===== src/rtl/mux_scan_pkg.sv =====
// Shared types and constants for the 4:1 mux scan sequencer.
// State encoding is fixed at 2 bits.
package mux_scan_pkg;

   typedef enum logic [1:0] {
      IDLE   = 2'd0,
      SETTLE = 2'd1,
      SAMPLE = 2'd2,
      HOLD   = 2'd3
   } state_t;

   localparam int          CH_NUM  = 4;
   localparam int          SEL_W   = 2;
   localparam logic [1:0]  LAST_CH = 2'd3;

endpackage


===== src/rtl/mux_scan_sequencer_settle_timer.sv =====
// Settle down-counter: load sets the count, dec steps it toward zero.
// Zero flag comes straight from the count register.
module settle_timer #(
   parameter int CNT_W = 4
) (
   input  logic             clk,
   input  logic             rst_n,
   input  logic             load,
   input  logic [CNT_W-1:0] load_val,
   input  logic             dec,
   output logic             zero
);

   logic [CNT_W-1:0] cnt_q;

   always_ff @(posedge clk or negedge rst_n) begin
      if (!rst_n) begin
         cnt_q <= '0;
      end else if (load) begin
         cnt_q <= load_val;
      end else if (dec && (cnt_q != '0)) begin
         cnt_q <= cnt_q - CNT_W'(1);
      end
   end

   assign zero = (cnt_q == '0);

endmodule


===== src/rtl/mux_scan_sequencer.sv =====
// Walks the 4:1 mux selects through ch0..ch3, samples y after a settle time and
// delivers a 4-bit frame on valid/ready. Optional frame_par port under SCAN_PARITY_EN.
module mux_scan_sequencer
   import mux_scan_pkg::*;
#(
   parameter int SETTLE_CYCLES = 2,
   parameter int CNT_W         = 4
) (
   input  logic       clk,
   input  logic       rst_n,
   input  logic       start,
   input  logic       mux_y,
   output logic       s0,
   output logic       s1,
   output logic [3:0] frame,
   output logic       frame_valid,
   input  logic       frame_ready,
   output logic       busy
`ifdef SCAN_PARITY_EN
   ,
   output logic       frame_par
`endif
);

   localparam logic [CNT_W-1:0] RELOAD = CNT_W'(SETTLE_CYCLES - 1);

   state_t            state_q;
   logic [SEL_W-1:0]  sel_q;
   logic [CH_NUM-1:0] frame_q;
   logic [CH_NUM-1:0] frame_d;
   logic              valid_q;
   logic              busy_q;
   logic              tmr_load;
   logic              tmr_dec;
   logic              tmr_zero;

   settle_timer #(.CNT_W(CNT_W)) u_settle_timer (
      .clk      (clk),
      .rst_n    (rst_n),
      .load     (tmr_load),
      .load_val (RELOAD),
      .dec      (tmr_dec),
      .zero     (tmr_zero)
   );

   // Timer is reloaded on every transition into SETTLE.
   always_comb begin
      tmr_load = 1'b0;
      tmr_dec  = 1'b0;
      frame_d  = frame_q;
      frame_d[sel_q] = mux_y;
      case (state_q)
         IDLE:    tmr_load = start;
         SETTLE:  tmr_dec  = !tmr_zero;
         SAMPLE:  tmr_load = (sel_q != LAST_CH);
         HOLD:    tmr_load = frame_ready && start;
         default: tmr_load = 1'b0;
      endcase
   end

`ifdef SCAN_PARITY_EN
   logic par_q;
`endif

   always_ff @(posedge clk or negedge rst_n) begin
      if (!rst_n) begin
         state_q <= IDLE;
         sel_q   <= '0;
         frame_q <= '0;
         valid_q <= 1'b0;
         busy_q  <= 1'b0;
`ifdef SCAN_PARITY_EN
         par_q   <= 1'b0;
`endif
      end else begin
         case (state_q)
            IDLE: begin
               if (start) begin
                  sel_q   <= '0;
                  state_q <= SETTLE;
                  busy_q  <= 1'b1;
               end
            end
            SETTLE: begin
               if (tmr_zero) state_q <= SAMPLE;
            end
            SAMPLE: begin
               frame_q <= frame_d;
               if (sel_q != LAST_CH) begin
                  sel_q   <= sel_q + SEL_W'(1);
                  state_q <= SETTLE;
               end else begin
                  valid_q <= 1'b1;
                  state_q <= HOLD;
`ifdef SCAN_PARITY_EN
                  par_q   <= ^frame_d;
`endif
               end
            end
            HOLD: begin
               // Handshake edge: restart immediately if start is also high.
               if (frame_ready) begin
                  valid_q <= 1'b0;
                  if (start) begin
                     sel_q   <= '0;
                     state_q <= SETTLE;
                  end else begin
                     state_q <= IDLE;
                     busy_q  <= 1'b0;
                  end
               end
            end
            default: begin
               state_q <= IDLE;
               busy_q  <= 1'b0;
            end
         endcase
      end
   end

   assign s0          = sel_q[0];
   assign s1          = sel_q[1];
   assign frame       = frame_q;
   assign frame_valid = valid_q;
   assign busy        = busy_q;
`ifdef SCAN_PARITY_EN
   assign frame_par   = par_q;
`endif

endmodule


===== config.mk =====
export PLATFORM = sky130hd
export DESIGN_NAME = mux_scan_sequencer
export DESIGN_NICKNAME = d
export VERILOG_FILES = /design/src/rtl/mux_scan_pkg.sv /design/src/rtl/mux_scan_sequencer_settle_timer.sv /design/src/rtl/mux_scan_sequencer.sv
export SDC_FILE = /design/constraint.sdc
export NUM_CORES = 1
export LEC_CHECK = 0
export BUFFER_PORTS_ARGS = -buffer_cell sky130_fd_sc_hd__buf_2
export CAP_MARGIN = 40
export CORE_ASPECT_RATIO = 0.9
export CORE_MARGIN = 4
export CORE_UTILIZATION = 50
export CTS_CLUSTER_DIAMETER = 150
export CTS_CLUSTER_SIZE = 24
export DETAILED_ROUTE_END_ITERATION = 7
export GPL_ROUTABILITY_DRIVEN = 1
export PLACE_DENSITY = 0.74
export REMOVE_ABC_BUFFERS = 1
export SKIP_LAST_GASP = 1
export SLEW_MARGIN = 15
export SYNTH_ARGS = -nofsm -noshare
export SYNTH_HDL_FRONTEND = slang
export SYNTH_HIERARCHICAL = 1
export SYNTH_SLANG_ARGS = --single-unit

===== constraint.sdc =====
create_clock -name clk -period 3.8 [get_ports clk]
set_input_delay 0.57 -clock clk [delete_from_list [all_inputs] [get_ports clk]]
set_output_delay 0.57 -clock clk [all_outputs]
set_load 0.01 [all_outputs]

==> results of run 1 <==
==> cell usage in the layout (no fill, tap or decap), types with 2 or more instances in the layout <==
master,Yosys,layout
dfrtp_1,14,14
buf_2,0,12
nand2_1,10,10
inv_1,7,7
ha_1,5,5
a21oi_1,4,4
o21ai_0,4,4
conb_1,2,4
nor2_1,3,3
clkbuf_4,0,3
nor3b_1,2,2
mux2_1,2,2
mux2_2,2,2
nor2b_1,2,2
nor3_1,2,2
==> sequential cells by signal, summed over array words and instances (netlist names) <==
signal / count
busy: 1
frame: 4
frame_valid: 1
sel_q: 2
state_q: 2
u_settle_timer/cnt_q: 4
==> worst min-delay path by stage <==
stage	start	endpoint	slack (ns)	depth (start not counted)
5_1_grt	rst_n	frame[1]	0.17	1
2_1_floorplan	rst_n	busy	0.27	0
3_3_place_gp	frame[0]	frame[0]	0.47	1
4_1_cts	rst_n	frame[1]	0.18	1
6_report	rst_n	sel_q[0]	0.17	1
3_5_place_dp	frame[0]	frame[0]	0.48	1
==> critical path, stage by stage (launching register included) <==
cell	delay, ns
dfrtp_1	0.41
inv_1	0.06
ha_1	0.23
nor3b_2	0.20
nor3b_1	0.34
inv_1	0.14
or4_1	0.50
o211ai_2	0.08
==> power by group <==
part           total (mW)  switching (mW)  leakage, nW  internal [mW]
Combinational       0.326           0.160        0.243          0.165
Clock               0.105          0.0465       0.0210         0.0583
Sequential          0.292          0.0746        0.169          0.217
Total               0.722           0.281        0.434          0.441
==> cell families (layout without fill, tap and decap cells) <==
family                     count (synthesis)  after routing  share of synthesized area (%)
buffers and inverters                      9             23                          6.019
and+or+nand+nor                           27             27                          21.14
muxes                                      5              5                          6.790
adders and majority gates                  5              5                          7.716
AOI/OAI and AO/OA                         16             16                          13.12
xor gates and xnor gates                   1              1                          1.080
DFF                                       14             14                          43.21
other                                      2              4                         0.9263
==> metal layers <==
layer / global-route usage [%] / share of wire, %
met1: 19.04 / 52
met2: 21.88 / 42
met3: 5.825 / 5.2
met4: 4.839 / 0.89
met5: 0 / 0
==> cell type report <==
cell class / instances / area share [%]
inverters: 7 / 2.857
well taps: 22 / 2.993
multi-input cells: 58 / 45.58
repair buffers: 12 / 6.531
clock buffers: 4 / 3.946
flip-flops and latches: 14 / 38.10
==> through the flow <==
| stage | instance area, sq um | hold WS (ns) |
|---|---|---|
| 3_5_place_dp | 883.3 | 0.4819 |
| 2_1_floorplan | 795.8 | 0.2744 |
| 4_1_cts | 919.6 | 0.1796 |
| 3_3_place_gp | 883.3 | 0.4696 |
| 5_1_grt | 919.6 | 0.1737 |
| 6_report | 919.6 | 0.1734 |
==> flow_metrics.env, run 1 <==
export IMPL_cts_tree="yes"
export IMPL_multiInputGateArea_sq_um=419.2
export IMPL_fin_util_pct=62.13
export IMPL_detail_route_antenna_nets=0
export IMPL_yosysTopAreaCell="dfrtp_1"
export IMPL_wire_per_inst_microns=11.53
export IMPL_dp_slack_ns=1.775
export IMPL_synth_edf_count=0
export IMPL_dp_hpwl_microns=1020
export IMPL_layout_cells_non_filler=117
export IMPL_setup_tns_ns=0
export IMPL_cp_end_kind="flop"
export IMPL_startpoint="u_settle_timer/cnt_q[0]"
export IMPL_drc=0
export IMPL_reg2reg_to="u_settle_timer/cnt_q[1]"
export IMPL_grt_pass1_wl_microns=2470
export IMPL_outcome="finished, final reports clean"
export IMPL_num_antenna_cells=0
export IMPL_fillers=122
export IMPL_fin_ws_ns=1.757
export IMPL_cts_buffers=3
export IMPL_synth_area_sq_um=810.8
export IMPL_num_io_pins=13
export IMPL_rsz0062_at_grt="no"
export IMPL_crit_required_ns=4.01
export IMPL_cts_path_max_buffers=2
export IMPL_clk_pin_slew_ns=0.08
export IMPL_r2r_slack_ns=1.76
export IMPL_cts_resized=0
export IMPL_synthTopCellsByArea="dfrtp_1, ha_1, nand2_1, inv_1, buf_6"
export IMPL_critPathArrivalTime_ns=2.25
export IMPL_cts_root_buf="clkbuf_4"
export IMPL_grt_max_degree=15
export IMPL_synth_cell_types=32
export IMPL_start_kind="flop"
export IMPL_final_max_slew_viol_count=0
export IMPL_ys_seq_elements=14
export IMPL_gp_congestion=0.7173
export IMPL_leakage_nw=0.4339
export IMPL_yosys_warnings=6
export IMPL_nets=106
export IMPL_hp_class="primary input to async pin"
export IMPL_total_power_mw=0.7222
export IMPL_post_cts_setup_buffers=0
export IMPL_first_pass_iters=4
export IMPL_routed_via_density=5.051
export IMPL_avgSynthCellArea_sq_um=10.26
export IMPL_first_global_vias=552
export IMPL_insertion_delay_ns=0.28
export IMPL_dieArea_sq_um=2331
export IMPL_core_area_sq_um=1480
export IMPL_min_period_over_period_pct=53.76
export IMPL_synth_common_cells="dfrtp_1, nand2_1, inv_1, ha_1"
export IMPL_synth_top_area_share_pct=43.21
export IMPL_numPortBuffers=12
export IMPL_chipWidth_microns=50.45
export IMPL_crit_path_max_fanout=7
export IMPL_cts_sinks=14
export IMPL_period_needed_ns=2.043
export IMPL_peakVddDrop_v=0.0004631
export IMPL_overflow=0
export IMPL_antenna_found_initial=0
export IMPL_max_freq_ghz=0.4895
export IMPL_ctsHtreeMaxLevel=1
export IMPL_seqCellArea_sq_um=350.3
export IMPL_timing_rr_start="u_settle_timer/cnt_q[0]"
export IMPL_cp_endpoint="u_settle_timer/cnt_q[1]"
export IMPL_r2r_cells=7
export IMPL_initial_core_util_pct=54.78
export IMPL_synthToLayoutAreaGrowth_pct=13.43
export IMPL_cap_violations=0
export IMPL_grt_usage_pct=14.51
export IMPL_num_vias=591
export IMPL_async_flop_share_pct=100.0
export IMPL_chipHeight_microns=46.20
export IMPL_drt_wl_total_microns=1349
export IMPL_synth_main_ff_cell="dfrtp_1"
export IMPL_drt_iter0_drc=5
export IMPL_drive_gt1_share_pct=24.21
export IMPL_rows=13
export IMPL_yosysSeqAreaShare_pct=43.21
export IMPL_syn_inst=79
export IMPL_hold_violations=0
export IMPL_p_per_area_nw_per_um2=785.3
export IMPL_dp_cells=113
export IMPL_cts_hold_buffers=0
export IMPL_critPathKind="flop to flop"
export IMPL_skew_ns=0.001443
export IMPL_synth_most_common_cell="dfrtp_1"
export IMPL_setup_viol=0
Note: power is estimated with default switching activity, not from simulation.
==> run 2: changes to the inputs <==
==> constraint.sdc (replaced) <==
create_clock -name clk -period 1.93 [get_ports clk]
set_input_delay 0.2895 -clock clk [delete_from_list [all_inputs] [get_ports clk]]
set_output_delay 0.2895 -clock clk [all_outputs]
set_load 0.01 [all_outputs]
==> flow_metrics.env, run 2 (synthesis gave the netlist of run 1 again) <==
export IMPL_outcome="finished, final reports clean"
export IMPL_setup_viol=0
export IMPL_dieArea_sq_um=2331
export IMPL_skew_ns=0.005914
export IMPL_chipWidth_microns=50.45
export IMPL_overflow=0
export IMPL_grt_max_degree=15
export IMPL_cts_path_max_buffers=2
export IMPL_first_global_vias=592
export IMPL_final_max_slew_viol_count=0
export IMPL_place_area_sq_um=928.4
export IMPL_p_per_area_nw_per_um2=1590
export IMPL_critPathArrivalTime_ns=2.03
export IMPL_antenna_found_initial=0
export IMPL_design_area_sq_um=987.2
export IMPL_num_vias=617
export IMPL_num_antenna_cells=0
export IMPL_initial_core_util_pct=54.78
export IMPL_max_freq_ghz=0.5476
export IMPL_drc=0
export IMPL_peakVddDrop_v=0.0009484
export IMPL_detail_route_antenna_nets=0
export IMPL_core_area_sq_um=1480
export IMPL_cts_sinks=14
export IMPL_leakage_nw=0.4753
export IMPL_nets=114
export IMPL_total_power_mw=1.569
export IMPL_period_needed_ns=1.826
export IMPL_drive_gt1_share_pct=30.10
export IMPL_min_period_over_period_pct=94.62
export IMPL_final_common_cell="dfrtp_1"
export IMPL_fin_util_pct=66.69
export IMPL_startpoint="state_q[1]"
export IMPL_cts_tree="yes"
export IMPL_hold_violations=0
export IMPL_clk_pin_slew_ns=0.09
export IMPL_cp_end_kind="flop"
export IMPL_num_io_pins=13
export IMPL_critPathKind="flop to flop"
export IMPL_rows=13
export IMPL_cts_buffers=3
export IMPL_hp_class="primary input to flop"
export IMPL_cap_violations=0
export IMPL_first_pass_iters=4
export IMPL_final_cell_mix="dfrtp_1, buf_2, nand2_1, inv_1, buf_4"
export IMPL_timing_rr_start="state_q[1]"
export IMPL_hp_start="start"
export IMPL_crit_required_ns=2.14
export IMPL_grt_pass1_wl_microns=2615
export IMPL_drt_wl_total_microns=1589
export IMPL_wire_per_inst_microns=12.71
export IMPL_drt_iter0_drc=12
export IMPL_synthToLayoutAreaGrowth_pct=21.76
export IMPL_rsz0062_at_grt="no"
export IMPL_chipHeight_microns=46.20
export IMPL_numPortBuffers=12
export IMPL_insertion_delay_ns=0.28
export IMPL_cts_root_buf="clkbuf_4"
export IMPL_gp_congestion=0.7394
export IMPL_routed_via_density=4.936
export IMPL_dp_hpwl_microns=1220
export IMPL_crit_path_max_fanout=11
export IMPL_ctsHtreeMaxLevel=1
export IMPL_grt_usage_pct=15.61
export IMPL_start_kind="flop"
-- run 2: cell count changes in the layout (fill, tap and decap cells not counted), sizes merged --
cell / previous run / this run
dlygate4sd3: 0 / 1
buf: 12 / 19
-- run 2: where the power goes --
part / total, mW / switching [mW] / leakage (nW) / internal, mW
Clock: 0.212 / 0.0974 / 0.0210 / 0.115
Combinational: 0.800 / 0.380 / 0.285 / 0.420
Sequential: 0.557 / 0.129 / 0.169 / 0.427
Total: 1.57 / 0.607 / 0.475 / 0.963
-- run 2: layer usage --
metal  GRT usage (%)  vias up  part of all wire [%]  routed length, microns
li1                -      318                     -                       -
met1           18.56      284                    46                     732
met2           26.30       13                    48                     763
met3           6.149        2                   5.1                      81
met4           4.839        0                  0.76                      12
met5               0        -                     0                       0
-- run 2: what timing repair did --
item                                   CTS  global route
pin swaps                                0             1
setup endpoints to repair                2             2
endpoints found under the hold margin   14             0
hold buffers                             1             0
buffers inserted                         0             1
resized for setup                        1             0
-- run 2: final timing paths --
kind	to	depth (start not counted)	slack, ns
worst max-delay path	u_settle_timer/cnt_q[1]	5	0.10
worst min-delay path	sel_q[1]	2	0.24
worst max register to register	u_settle_timer/cnt_q[1]	5	0.10
worst min register to register	frame[0]	1	0.50
max in group asynchronous	state_q[0]	2	1.26
min in group asynchronous	u_settle_timer/cnt_q[3]	2	0.43
-- run 2: stage by stage --
stage	instances	setup TNS [ns]	hold slack [ns]	setup WS [ns]
5_1_grt	125	0	0.2583	0.0001585
2_1_floorplan	79	0	-0.006091	0.07149
3_3_place_gp	119	0	0.2065	0.1022
3_5_place_dp	119	-0.003731	0.2063	-0.003731
6_report	125	0	0.2432	0.1037
4_1_cts	124	0	0.2358	0.1058
-- run 2: area by class of cell --
class / count / area, sq um
clock buffers: 4 / 36.28
flip-flops and latches: 14 / 350.3
multi-input cells: 58 / 424.2
fillers: 118 / 493.0
inverters: 7 / 26.28
repair buffers: 20 / 122.6
well taps: 22 / 27.53
-- run 2: worst max-delay path, stage by stage (launching register included) --
cell and delay [ns]:
dfrtp_1 0.51, nand3_1 0.16, o21ai_1 0.14, a21o_1 0.29, or4_1 0.55, o211ai_2 0.09
==> run 3: changes to the inputs <==
--- a/config.mk
+++ b/config.mk
@@ -10,6 +10,7 @@
 export CORE_ASPECT_RATIO = 0.9
 export CORE_MARGIN = 4
 export CORE_UTILIZATION = 50
+export CTS_BUF_LIST = sky130_fd_sc_hd__clkbuf_8
 export CTS_CLUSTER_DIAMETER = 150
 export CTS_CLUSTER_SIZE = 24
 export DETAILED_ROUTE_END_ITERATION = 7
==> flow_metrics.env, run 3 (synthesis gave the netlist of run 1 again) <==
export IMPL_chipHeight_microns=46.20
export IMPL_timing_rr_start="u_settle_timer/cnt_q[1]"
export IMPL_design_area_sq_um=1006
export IMPL_critPathKind="flop to flop"
export IMPL_grt_max_degree=15
export IMPL_crit_required_ns=2.10
export IMPL_num_antenna_cells=0
export IMPL_dieArea_sq_um=2331
export IMPL_grt_usage_pct=15.83
export IMPL_wire_per_inst_microns=12.42
export IMPL_insertion_delay_ns=0.24
export IMPL_r2r_cells=7
export IMPL_chipWidth_microns=50.45
export IMPL_ctsHtreeMaxLevel=1
export IMPL_total_power_mw=1.637
export IMPL_skew_ns=0.004367
export IMPL_cts_tree="yes"
export IMPL_r2r_slack_ns=0.12
export IMPL_nets=114
export IMPL_drive_gt1_share_pct=30.10
export IMPL_numPortBuffers=12
export IMPL_detail_route_antenna_nets=0
export IMPL_crit_path_max_fanout=4
export IMPL_min_period_over_period_pct=93.84
export IMPL_core_area_sq_um=1480
export IMPL_multiInputGateArea_sq_um=424.2
export IMPL_routed_via_density=4.912
export IMPL_clk_pin_slew_ns=0.06
export IMPL_fin_ws_ns=0.1188
export IMPL_antenna_found_initial=0
export IMPL_peakVddDrop_v=0.0008513
export IMPL_swShare_pct=37.11
export IMPL_dp_slack_ns=-0.003731
export IMPL_overflow=0
export IMPL_dp_hpwl_microns=1220
export IMPL_gp_congestion=0.7394
export IMPL_rows=13
export IMPL_seqCellArea_sq_um=350.3
export IMPL_cap_violations=0
export IMPL_rsz0062_at_grt="no"
export IMPL_startpoint="u_settle_timer/cnt_q[1]"
export IMPL_drt_iter0_drc=3
export IMPL_p_sw_mw=0.6076
export IMPL_holdPathStages=2
export IMPL_num_io_pins=13
export IMPL_max_freq_ghz=0.5521
export IMPL_setup_tns_ns=0
export IMPL_hp_start="start"
export IMPL_first_pass_iters=4
export IMPL_critPathArrivalTime_ns=1.98
export IMPL_final_max_slew_viol_count=0
export IMPL_final_cell_mix="dfrtp_1, buf_2, nand2_1, inv_1, buf_4"
export IMPL_initial_core_util_pct=54.78
export IMPL_hold_violations=0
export IMPL_fillers=113
export IMPL_cts_buffers=3
export IMPL_final_common_cell="dfrtp_1"
export IMPL_grt_pass1_wl_microns=2615
export IMPL_intPower_mw=1.030
export IMPL_start_kind="flop"
export IMPL_place_area_sq_um=928.4
export IMPL_drc=0
export IMPL_outcome="finished, final reports clean"
export IMPL_leakage_nw=0.4831
export IMPL_seq_power_share_pct=34.1
export IMPL_cts_root_buf="clkbuf_8"
export IMPL_hp_class="primary input to flop"
export IMPL_cts_path_max_buffers=2
export IMPL_num_vias=614
export IMPL_first_global_vias=600
export IMPL_p_per_area_nw_per_um2=1628
export IMPL_cp_endpoint="u_settle_timer/cnt_q[1]"
export IMPL_power_frac_comb_pct=48.7
export IMPL_synthToLayoutAreaGrowth_pct=24.07
export IMPL_power_frac_clock_pct=17.2
export IMPL_setup_viol=0
export IMPL_cts_sinks=14
export IMPL_cp_end_kind="flop"
export IMPL_period_needed_ns=1.811
export IMPL_reg2reg_to="u_settle_timer/cnt_q[1]"
export IMPL_drt_wl_total_microns=1553
run 3: cell counts in the layout (fill, tap and decap cells not counted):
Identical to the previous run, type by type.
run 3: worst min path at each step:
stage                     to  slack (ns)
floorplan               busy      -0.006
global placement    sel_q[0]        0.21
detailed placement  sel_q[1]        0.21
CTS                 sel_q[1]        0.28
global route        sel_q[0]        0.30
finish              sel_q[1]        0.28
run 3: critical path, stage by stage (launching register included):
cell and delay, ns:
dfrtp_1 0.39, inv_1 0.06, ha_1 0.18, nor3b_2 0.16, nor3b_2 0.24, inv_1 0.11
or4_1 0.49, o211ai_2 0.09
run 3: what timing repair did:
item	4_1_cts	5_1_grt
gates resized for setup	1	0
pin swaps	0	1
cloned	0	0
endpoints found under the setup margin	2	2
hold buffers	1	0
buffers inserted	0	1
endpoints found under the hold margin	14	0
run 3: stage by stage:
stage | util (%) | hold WS (ns) | instances
3_3_place_gp | 62.72 | 0.2065 | 119
5_1_grt | 67.96 | 0.2984 | 125
2_1_floorplan | - | -0.006091 | 79
3_5_place_dp | 62.72 | 0.2063 | 119
4_1_cts | 67.46 | 0.2786 | 124
6_report | 67.96 | 0.2820 | 125
run 3: layout make-up:
| cell class | instances | share of cell area (%) |
|---|---|---|
| multi-input cells | 58 | 42.16 |
| well taps | 22 | 2.736 |
| inverters | 7 | 2.612 |
| repair buffers | 20 | 12.19 |
| flip-flops and latches | 14 | 34.83 |
| clock buffers | 4 | 5.473 |
run 3: metal layers:
| layer | up-vias | share of wire (%) | GRT usage [%] |
|---|---|---|---|
| li1 | 319 | - | - |
| met1 | 281 | 46 | 18.00 |
| met2 | 10 | 48 | 27.08 |
| met3 | 4 | 4.5 | 6.149 |
| met4 | 0 | 1.6 | 6.452 |
| met5 | - | 0 | 0 |
run 3: power groups by stage:
stage	clock, mW	sequential (mW)	combinational [mW]
final	0.282	0.558	0.798
after global placement	0	0.547	0.733
after CTS	0.293	0.557	0.782
after detailed placement	0	0.561	0.770
after floorplan	0	0.588	0.454
after global routing	0.307	0.580	0.892
